File: src/rtl/powlib_sfifo_pkg.sv
// powlib_sfifo_pkg: shared constants and helpers for the synchronous FIFO slice.
//   powlib_clogb2(value) : ceiling log2, minimum 1, usable in parameter expressions
//   SFIFO_W_DEFAULT      : default data width
//   SFIFO_D_DEFAULT      : default depth in words
package powlib_sfifo_pkg;

    localparam int unsigned SFIFO_W_DEFAULT = 32;
    localparam int unsigned SFIFO_D_DEFAULT = 8;

    // Index width for a table of 'value' entries; never returns less than 1.
    function automatic int unsigned powlib_clogb2(input int unsigned value);
        int unsigned r;
        r = 1;
        for (int i = 1; i < 32; i++) begin
            if (((value - 1) >> i) != 0) begin
                r = i + 1;
            end
        end
        return r;
    endfunction

endpackage

File: src/rtl/powlib_sfifo_if.sv
// powlib_sfifo_if: producer/consumer handshake bundle of the synchronous FIFO.
//   in_data/in_vld/in_rdy    : write side
//   out_data/out_vld/out_rdy : read side (first word falls through)
//   clr                      : synchronous flush
//   count/afull              : fill level and almost-full flag
//   modport master : the environment driving the FIFO
//   modport slave  : the FIFO itself
interface powlib_sfifo_if #(
    parameter int unsigned W  = 32,
    parameter int unsigned CW = 4
);
    logic [W-1:0]  in_data;
    logic          in_vld;
    logic          in_rdy;
    logic [W-1:0]  out_data;
    logic          out_vld;
    logic          out_rdy;
    logic          clr;
    logic [CW-1:0] count;
    logic          afull;

    modport master (
        output in_data, in_vld, out_rdy, clr,
        input  in_rdy, out_data, out_vld, count, afull
    );

    modport slave (
        input  in_data, in_vld, out_rdy, clr,
        output in_rdy, out_data, out_vld, count, afull
    );
endinterface

File: src/rtl/powlib_sfifo_dpram.sv
// powlib_dpram: simple dual-port RAM, one synchronous write port and one
// combinational read port. Contents are not reset.
//   clk    : write clock
//   wridx  : write address
//   wrvld  : write enable
//   wrdata : write data
//   wrbe   : byte enables, honoured only when EWBE=1
//   rdidx  : read address
//   rddata : mem[rdidx], combinational
module powlib_dpram
    import powlib_sfifo_pkg::*;
#(
    parameter int unsigned W    = 32,
    parameter int unsigned D    = 8,
    parameter int unsigned EWBE = 0
) (
    input  logic                        clk,
    input  logic [powlib_clogb2(D)-1:0] wridx,
    input  logic                        wrvld,
    input  logic [W-1:0]                wrdata,
    input  logic [(W+7)/8-1:0]          wrbe,
    input  logic [powlib_clogb2(D)-1:0] rdidx,
    output logic [W-1:0]                rddata
);

    logic [W-1:0] mem [D];
    logic [W-1:0] mask;

    // Expand byte enables to a bit mask; all bits enabled when byte enables are off.
    always_comb begin
        mask = '0;
        for (int i = 0; i < int'(W); i++) begin
            mask[i] = (EWBE == 0) ? 1'b1 : wrbe[i/8];
        end
    end

    // Masked write port.
    always_ff @(posedge clk) begin
        if (wrvld) begin
            mem[wridx] <= (mem[wridx] & ~mask) | (wrdata & mask);
        end
    end

    // Combinational read port.
    assign rddata = mem[rdidx];

endmodule

File: src/rtl/powlib_sfifo.sv
// powlib_sfifo: single-clock first-word-fall-through FIFO with valid/ready on
// both sides, built on powlib_dpram with wrap-bit read/write pointers.
//   clk : rising-edge clock
//   rst : asynchronous active-high reset (pointers, count, afull)
//   bus : powlib_sfifo_if.slave
//         in_data/in_vld/in_rdy, out_data/out_vld/out_rdy, clr, count, afull
module powlib_sfifo
    import powlib_sfifo_pkg::*;
#(
    parameter int unsigned W    = SFIFO_W_DEFAULT,
    parameter int unsigned D    = SFIFO_D_DEFAULT,
    parameter int unsigned WIDX = powlib_clogb2(D),
    parameter int unsigned AFT  = D - 2
) (
    input  logic            clk,
    input  logic            rst,
    powlib_sfifo_if.slave   bus
);

    localparam int unsigned PW  = WIDX + 1;
    localparam int unsigned BEW = (W + 7) / 8;

    logic [PW-1:0] wrptr;
    logic [PW-1:0] rdptr;
    logic [PW-1:0] count_q;
    logic          afull_q;

    logic          empty;
    logic          full;
    logic          wr;
    logic          rd;
    logic [PW-1:0] wrptr_nxt;
    logic [PW-1:0] rdptr_nxt;
    logic [PW-1:0] count_nxt;

    // Equal pointers mean empty; same index on opposite laps means full.
    assign empty = (wrptr == rdptr);
    assign full  = (wrptr[WIDX] != rdptr[WIDX]) &&
                   (wrptr[WIDX-1:0] == rdptr[WIDX-1:0]);

    assign wr = bus.in_vld & ~full;
    assign rd = ~empty & bus.out_rdy;

    // Next pointer/count values; a flush overrides any transfer in the same cycle.
    always_comb begin
        wrptr_nxt = wrptr;
        rdptr_nxt = rdptr;
        count_nxt = count_q;
        if (bus.clr) begin
            wrptr_nxt = '0;
            rdptr_nxt = '0;
            count_nxt = '0;
        end else begin
            wrptr_nxt = wrptr + PW'(wr);
            rdptr_nxt = rdptr + PW'(rd);
            count_nxt = count_q + PW'(wr) - PW'(rd);
        end
    end

    // Pointers, count and almost-full flag.
    always_ff @(posedge clk or posedge rst) begin
        if (rst) begin
            wrptr   <= '0;
            rdptr   <= '0;
            count_q <= '0;
            afull_q <= (AFT == 0);
        end else begin
            wrptr   <= wrptr_nxt;
            rdptr   <= rdptr_nxt;
            count_q <= count_nxt;
            afull_q <= (32'(count_nxt) >= AFT);
        end
    end

    powlib_dpram #(
        .W    (W),
        .D    (D),
        .EWBE (0)
    ) u_ram (
        .clk    (clk),
        .wridx  (wrptr[WIDX-1:0]),
        .wrvld  (wr & ~bus.clr),
        .wrdata (bus.in_data),
        .wrbe   ({BEW{1'b1}}),
        .rdidx  (rdptr[WIDX-1:0]),
        .rddata (bus.out_data)
    );

    assign bus.in_rdy  = ~full;
    assign bus.out_vld = ~empty;
    assign bus.count   = count_q;
    assign bus.afull   = afull_q;

endmodule

File: src/flat_wrapper.sv
// flat-port wrapper written by rule: the top's interface ports become plain ports
module powlib_sfifo_flat import powlib_sfifo_pkg::*;
#(
    parameter int unsigned W    = SFIFO_W_DEFAULT,
    parameter int unsigned D    = SFIFO_D_DEFAULT,
    parameter int unsigned WIDX = powlib_clogb2(D),
    parameter int unsigned AFT  = D - 2
)
  (clk, rst, bus_in_data, bus_in_vld, bus_out_rdy, bus_clr, bus_in_rdy, bus_out_data, bus_out_vld, bus_count, bus_afull);
  powlib_sfifo_if #(.W(W), .CW(4)) bus_i ();
  input  logic clk;
  input  logic rst;
  input wire logic [$bits(bus_i.in_data)-1:0] bus_in_data;
  input wire logic [$bits(bus_i.in_vld)-1:0] bus_in_vld;
  input wire logic [$bits(bus_i.out_rdy)-1:0] bus_out_rdy;
  input wire logic [$bits(bus_i.clr)-1:0] bus_clr;
  output wire logic [$bits(bus_i.in_rdy)-1:0] bus_in_rdy;
  output wire logic [$bits(bus_i.out_data)-1:0] bus_out_data;
  output wire logic [$bits(bus_i.out_vld)-1:0] bus_out_vld;
  output wire logic [$bits(bus_i.count)-1:0] bus_count;
  output wire logic [$bits(bus_i.afull)-1:0] bus_afull;
  assign bus_i.in_data = bus_in_data;
  assign bus_i.in_vld = bus_in_vld;
  assign bus_i.out_rdy = bus_out_rdy;
  assign bus_i.clr = bus_clr;
  assign bus_in_rdy = bus_i.in_rdy;
  assign bus_out_data = bus_i.out_data;
  assign bus_out_vld = bus_i.out_vld;
  assign bus_count = bus_i.count;
  assign bus_afull = bus_i.afull;
  powlib_sfifo #(.W(W), .D(D), .WIDX(WIDX), .AFT(AFT)) u_core (.clk(clk), .rst(rst), .bus(bus_i));
endmodule
File: config.mk
export PLATFORM = sky130hd
export DESIGN_NAME = powlib_sfifo_flat
export DESIGN_NICKNAME = d
export VERILOG_FILES = /design/src/rtl/powlib_sfifo_pkg.sv /design/src/rtl/powlib_sfifo_if.sv /design/src/rtl/powlib_sfifo_dpram.sv /design/src/rtl/powlib_sfifo.sv /design/src/flat_wrapper.sv
export SDC_FILE = /design/constraint.sdc
export NUM_CORES = 1
export LEC_CHECK = 0
export ABC_CLOCK_PERIOD_IN_PS = 7500
export CAP_MARGIN = 20
export CORE_MARGIN = 5
export CORE_UTILIZATION = 42
export DETAILED_ROUTE_END_ITERATION = 12
export GPL_ROUTABILITY_DRIVEN = 0
export PLACE_DENSITY = 0.65
export SETUP_SLACK_MARGIN = 0.1
export SLEW_MARGIN = 10
export SYNTH_ARGS = -nofsm -noshare
export SYNTH_HDL_FRONTEND = slang
export SYNTH_SLANG_ARGS = --single-unit
File: constraint.sdc
create_clock -name clk -period 7.5 [get_ports clk]
set_input_delay 0.75 -clock clk [delete_from_list [all_inputs] [get_ports clk]]
set_output_delay 0.75 -clock clk [all_outputs]
set_load 0.05 [all_outputs]
# After elaboration in Yosys (flattened, before gate mapping)
# Memories as Yosys holds them, arrays and structs flattened.
# Index checks and enable logic that the tools add are counted.
# totals
regBits	13
ramBits	256
in_bits	37
output_inout_bits	39
word_cells	25
mem_count	1
# mem_list
memory	words	word_bits	read_ports	rd_ports_with_merged_regs	wr	line	source
u_core.u_ram.mem	8	32	1	0	1	powlib_sfifo_dpram.sv:26	logic [W-1:0] mem [D];
# op_classes
addsub	4
n_lt_le_gt_ge	1
eq_ne	3
n_mux	5
n_bitwise	6
n_reduce_logical	1
# op_table
cell	n
4-bit by 1-bit adder with 4-bit output	3
4-bit 2-to-1 mux	3
4-bit == test	1
4-bit by 3-bit >= comparator with 1-bit output, second input constant	1
4-bit by 1-bit subtractor with 4-bit output	1
1-bit bitwise AND	3
3-bit == test	1
1-bit NOT	3
1-bit 2-to-1 mux	2
1-bit logical AND	1
1-bit inequality test	1

# Longest topological paths before layout
# Gate-level depths: netlist of run 1.
# logic_depth
depth_word	8
ltp_mapped	10
depth_no_buf	9

# By module
# Synthesis of run 1 repeated with hierarchy kept, for this count alone.
# unflattened
cells_unflattened	448
hier_area_um2	10546.4
# modules_own_cells
module	instances	cells_per_inst	area_each_um2	seq_area_each_um2
powlib_dpram	1	383	9825.7	7687.4
powlib_sfifo	1	65	720.7	325.3

# Worst setup path after synthesis of run 1
# OpenSTA, ideal clock, no wires.
# synth_timing
kind	input to register
startpoint	in bus_clr
endpoint	mem u_core.u_ram.mem[6][0] (enable)
setup_time_ps	461
arrival_ps	3594
required_time_ps	7039
path_slack_ps	3445
cell_stages	3
n_path_buf	1
path_cell_list	clkbuf_1 -> or3b_2 -> nor3_1
# synth_via
elab_chain_len	4
# synth_rtl
element	line	source
from (decl)	flat_wrapper.sv:16	input wire logic [$bits(bus_i.clr)-1:0] bus_clr;
1-bit NOT	powlib_sfifo.sv:82	.wrvld (wr & ~bus.clr),
1-bit bitwise AND	powlib_sfifo.sv:82	
1-bit 2-to-1 mux	powlib_sfifo_dpram.sv:39	if (wrvld) begin
1-bit 2-to-1 mux (not written as such)	powlib_sfifo_dpram.sv:40	mem[wridx] <= (mem[wridx] & ~mask) | (wrdata & mask);
to (decl)	powlib_sfifo_dpram.sv:26	
# No other way between the ends.

# Worst setup path after layout of run 1
# layout_timing
startpoint	reg u_core.rdptr[0]
endpoint	out bus_out_data[0]
# layout_via
elab_chain_len	1
# layout_rtl
element	line	source
from (decl)	powlib_sfifo.sv:24	logic [PW-1:0] rdptr;
from (signal assigned)	powlib_sfifo.sv:69	rdptr <= rdptr_nxt;
memory read 8 x 32 bit	-	
to (decl)	flat_wrapper.sv:18	output wire logic [$bits(bus_i.out_data)-1:0] bus_out_data;
# No other way between the ends.

==> results.cfg, run 1 <==
[outcome]
status = completed

[routing]
drt-pass1-iter-count = 4
routed_wl_um = 19610
routedWlPerCell_um = 21.76
vias = 4685
ant_nets = 0
vias_per_cell = 5.200
drcViolationCount = 0
drt_iter0_markers = 260

[worst_setup_path]
required_ns = 6.75
worstSetupPathType = flop to output port
crit_path_end_kind = output port
endpoint = bus_out_data[0]
cp-start-kind = flop
reg2reg_to = u_core.bus.afull
reg2reg_depth = 9
rrSetupSlack_ns = 3.75
critical_path.max_fanout = 50
setup.worst_path.start = u_core.rdptr[0]
cp.arrival_ns = 3.65
reg2reg_from = u_core.rdptr[0]

[floorplan]
floorplan.initialDensity = 0.4289
die_x_um = 167.8
ios = 76
die_area_mm2 = 0.02816
std_cell_rows = 57
fp.coreArea_mm2 = 0.02439
fp.dieH_um = 167.8

[clocking]
cts_made_buffers = 28
cts-root-buf = clkbuf_16
cts_sinks = 269
hold_buffers = 0
post_cts_buffers = 0
cts.clk_slew.worst_paths_ns = 0.06
htree_levels = 1
clkLatencyLatePin_ns = 0.54
cts_tree = built
clock_path_buffers = 3
post_cts_resized = 0

[finish]
final_core_util = 0.5159
layout_common_cells = 256 x edfxtp_1, 75 x clkdlybuf4s50_1, 52 x mux4_2
insertedDiodeCount = 0
final_nets = 601
syn_to_final_growth_pct = 20.27
layout_commonest_cell = edfxtp_1
n_fill_cell = 1955
drive_gt1_frac = 0.2669

[synth]
ys_warn_count = 0
synth_edf_count = 256
synth_xor_area_frac = 0.008372
yosys.area.top_type = edfxtp_1
synth.distinct_cells = 30
synthSimpleGateAreaFrac = 0.01830
synth_ff_type = edfxtp_1
synth_cells = 452
syn_area_per_cell_um2 = 23.14
synth_mux_area_frac = 0.1765
synth_compound_area_frac = 0.002153
synth_top_family_by_area = multiplexers
synth_area_mm2 = 0.01046
synth_top_area_frac = 0.7348
synthAdderAreaFrac = 0.01148
ys_seq_area_frac = 0.7659
synth_nets = 498
synth.area.top_cells = edfxtp_1 73%, mux4_2 11%, mux2_2 3.4%, dfrtp_1 3.1%, mux4_1 3.0%
synth_seq_cells = 269
async_reset_ff_frac = 0.04833

[global_route]
grt_pass1_vias = 5035
grt_pass1_wl_um = 30550
grt_max_degree = 68
grt_overflow = 0
grt_usage = 0.1407
antenna_found_initial = 1

[worst_hold_path]
hp-class = input port to asynchronous set/reset pin

[sta]
setup_viol = 0
hold_viol = 0
slew_headroom = 0.3499
min_period_ns = 4.401
drv_slew = 0
clock_skew_ns = 0.01604
timing.fmax_ghz = 0.2272
period_share = 0.5868
rsz0062_at_grt = false
tns_ns = 0
worst_pin_slew_ns = 0.9751

[job]
drv_cap = 0

[placed_design]
io_buffers = 75
post-dp-hpwl_um = 11040

[power_and_ir_drop]
power_density_mw_per_mm2 = 297.6
ir_drop_mv = 0.2416
leakage_nw = 4.019
## state kept, by name (all words and copies together) (netlist names)
register,count
u_core.bus.afull,1
u_core.bus.count,4
u_core.rdptr,4
u_core.u_ram.mem,256
u_core.wrptr,4
## routing by layer
| layer | wire, um | up-vias | global-route usage |
|---|---|---|---|
| met5 | 11 | - | 0 |
| met3 | 900 | 34 | 0.02931 |
| met4 | 412 | 2 | 0.03599 |
| met1 | 8160 | 2452 | 0.1833 |
| li1 | - | 2099 | - |
| met2 | 10120 | 98 | 0.2434 |
## power by group
part | internal [mW] | switching [mW]
clock | 0.822 | 0.533
combinational | 0.299 | 0.384
sequential | 1.68 | 0.0253
total | 2.80 | 0.943
## cell families after synthesis
family                   after synthesis
adder cells (fa/ha/maj)                9
flip-flops                           269
AND/OR/NAND/NOR                       35
XOR/XNOR                              10
buffers and inverters                 30
multiplexers                          96
AO/OA/AOI/OAI                          3
## final cells by class
cell class	instances	area (um2)	share of cell area
Tap cell	324	405.4	0.03222
Timing Repair Buffer	95	900.9	0.07160
Clock buffer	34	723.2	0.05748
Clock inverter	18	195.2	0.01551
Multi-Input combinational cell	153	2308	0.1835
Inverter	8	30.03	0.002387
Sequential cell	269	8019	0.6373
## synthesized netlist by cell type (2+ instances only)
master	n
and2_1	2
buf_6	3
nand3_1	3
clkbuf_1	6
xnor2_1	7
nand4b_1	2
mux4_1	12
mux2_2	32
ha_1	8
edfxtp_1	256
nand2_1	3
inv_1	8
nor2_1	7
mux4_2	52
buf_8	3
dfrtp_1	13
nor2b_1	5
xor2_1	3
buf_2	9
nor3_1	8
## through the flow
step | power [mW] | worst slack (ns) | area [um2] | hold slack, ns | cells
after floorplan | 2.247 | 3.445 | 10460 | 0.5234 | 452
after global placement | 2.423 | 3.573 | 11660 | 0.5486 | 849
after detailed placement | 2.434 | 3.581 | 11660 | 0.5797 | 849
after CTS | 3.796 | 2.971 | 12580 | 0.5704 | 901
after global routing | 3.911 | 2.834 | 12580 | 0.5898 | 901
final | 3.744 | 3.099 | 12580 | 0.5604 | 901
## worst max-delay path, stage by stage, from the launching register on
cell	delay [ns]
dfrtp_4	0.63
buf_4	0.80
mux4_2	0.60
mux2_2	0.28
clkdlybuf4s50_1	0.74
## worst min path at each step
stage	startpoint	endpoint	slack, ns	depth (start not counted)
2_1_floorplan	u_core.wrptr[3]	u_core.wrptr[3]	0.52	2
3_3_place_gp	u_core.wrptr[3]	u_core.wrptr[3]	0.55	2
3_5_place_dp	u_core.wrptr[3]	u_core.wrptr[3]	0.58	2
4_1_cts	rst	u_core.bus.afull	0.57	2
5_1_grt	rst	u_core.bus.afull	0.59	2
6_report	rst	u_core.bus.afull	0.56	2
No activity file was read; power rests on OpenSTA's default activity.
==> run 2: changes to the inputs <==
--- a/config.mk
+++ b/config.mk
@@ -5,13 +5,13 @@
 export SDC_FILE = /design/constraint.sdc
 export NUM_CORES = 1
 export LEC_CHECK = 0
-export ABC_CLOCK_PERIOD_IN_PS = 7500
+export ABC_CLOCK_PERIOD_IN_PS = 3820
 export CAP_MARGIN = 20
 export CORE_MARGIN = 5
 export CORE_UTILIZATION = 42
 export DETAILED_ROUTE_END_ITERATION = 12
 export GPL_ROUTABILITY_DRIVEN = 0
-export PLACE_DENSITY = 0.65
+export PLACE_DENSITY = 0.68
 export SETUP_SLACK_MARGIN = 0.1
 export SLEW_MARGIN = 10
 export SYNTH_ARGS = -nofsm -noshare
==> constraint.sdc (replaced) <==
create_clock -name clk -period 3.82 [get_ports clk]
set_input_delay 0.382 -clock clk [delete_from_list [all_inputs] [get_ports clk]]
set_output_delay 0.382 -clock clk [all_outputs]
set_load 0.05 [all_outputs]
==> results.cfg, run 2 (synthesis results as in run 1) <==
[finish]
regMostFlops = u_core.u_ram.mem
drive_gt1_frac = 0.2614
finalInstanceArea_mm2 = 0.01249
insertedDiodeCount = 0
final_core_util = 0.5121
final_nets = 598
final_cells = 894
syn_to_final_growth_pct = 19.40
layout_common_cells = 256 x edfxtp_1, 75 x clkdlybuf4s50_1, 52 x mux4_2
layout_commonest_cell = edfxtp_1
largest_reg_flops = 256

[placed_design]
io_buffers = 75
post-dp-hpwl_um = 11090
dpl-instance-area_mm2 = 0.01170
dp_cells = 847
pre_cts_ws_ns = 0.9377

[floorplan]
die_x_um = 167.8
std_cell_rows = 57
die_area_mm2 = 0.02816
floorplan.initialDensity = 0.4289
ios = 76
fp.dieH_um = 167.8
fp.coreArea_mm2 = 0.02439

[sta]
fin_hold_ws_ns = 0.1933
rsz0062_at_grt = false
slew_headroom = 0.6121
period_share = 0.8910
clock_skew_ns = 0.004469
tns_ns = 0
min_period_ns = 3.404
timing.final.ws_setup_ns = 0.4164
timing.fmax_ghz = 0.2938
hold_viol = 0
setup_viol = 0
worst_pin_slew_ns = 0.5818
drv_slew = 0

[routing]
drt-pass1-iter-count = 4
routedWlPerCell_um = 21.88
vias_per_cell = 5.189
ant_nets = 0
vias = 4639
drt_iter0_markers = 293
routed_wl_um = 19560
drcViolationCount = 0

[clocking]
hold_buffers = 0
post_cts_resized = 0
cts.clk_slew.worst_paths_ns = 0.06
cts_sinks = 269
clock_path_buffers = 3
cts_tree = built
htree_levels = 1
cts-root-buf = clkbuf_16
post_cts_buffers = 0
cts_made_buffers = 27
clkLatencyLatePin_ns = 0.52

[worst_setup_path]
reg2reg_to = u_core.bus.afull
critical_path.max_fanout = 47
required_ns = 3.44
crit_family = buffers and inverters
cp.arrival_ns = 3.02
reg2reg_from = u_core.rdptr[0]
cp_cell_sequence = buf_12 > mux4_1 > mux2_2 > clkdlybuf4s50_1
slowest_stage = clkdlybuf4s50_1
rrSetupSlack_ns = 0.94
cp_slowest_stage_delay_ns = 0.71
reg2reg_depth = 8
cp-start-kind = flop
worstSetupPathType = flop to output port
setup.worst_path.start = u_core.rdptr[0]
critPathBufInv = 2
crit_path_end_kind = output port

[global_route]
grt_max_degree = 67
grt_pass1_wl_um = 30280
antenna_found_initial = 1
grt_pass1_vias = 5131
grt_overflow = 0
grt_usage = 0.1386

[outcome]
status = completed

[worst_hold_path]
hp-class = input port to asynchronous set/reset pin

[power_and_ir_drop]
ir_drop_mv = 0.3351
leakage_nw = 3.961
finalPower_mw = 7.082
power_density_mw_per_mm2 = 567.0

[job]
drv_cap = 0
run 2: cell count changes in the layout (fill, tap and decap cells not counted):
| cell | delta |
|---|---|
| clkinv_2 | +1 |
| bufinv_16 | -3 |
| inv_6 | +1 |
| clkinv_8 | -1 |
| buf_4 | -6 |
| clkbuf_16 | -1 |
| clkbuf_1 | -1 |
| clkinv_1 | -1 |
| clkinv_4 | -1 |
| buf_12 | +4 |
| clkinvlp_4 | +1 |
run 2: final cells by class:
type / instances / area, um2
Timing Repair Buffer: 93 / 935.9
Clock buffer: 32 / 694.4
Tap cell: 324 / 405.4
Multi-Input combinational cell: 153 / 2308
Fill cell: 1934 / 11900
Inverter: 8 / 30.03
Sequential cell: 269 / 8019
Clock inverter: 15 / 97.59
run 2: worst register-to-register path: stages, from the launching register on:
cell and delay (ns):
dfrtp_4 0.55, xnor2_1 0.24, and4_1 0.51, inv_1 0.13, and2_1 0.21, ha_1 0.23, fa_1 0.52, inv_1 0.06
o311ai_0 0.32
run 2: metal layers:
| layer | track usage | part of all wire |
|---|---|---|
| met1 | 0.1878 | 0.44 |
| met2 | 0.2346 | 0.50 |
| met3 | 0.02907 | 0.047 |
| met4 | 0.02964 | 0.017 |
| met5 | 0 | 0.00066 |
run 2: worst max path at each step:
stage	endpoint	slack, ns	cells past startpoint
floorplan	u_core.u_ram.mem[2][0]	0.11	5
global placement	bus_out_data[25]	0.96	4
detailed placement	u_core.bus.afull	0.94	8
CTS	bus_out_data[25]	0.37	4
global route	bus_out_data[25]	0.27	4
finish	bus_out_data[25]	0.42	4
run 2: where the power goes:
| part | internal [mW] | switching (mW) | total, mW |
|---|---|---|---|
| sequential | 3.30 | 0.0370 | 3.34 |
| combinational | 0.601 | 0.779 | 1.38 |
| clock | 1.35 | 1.01 | 2.36 |
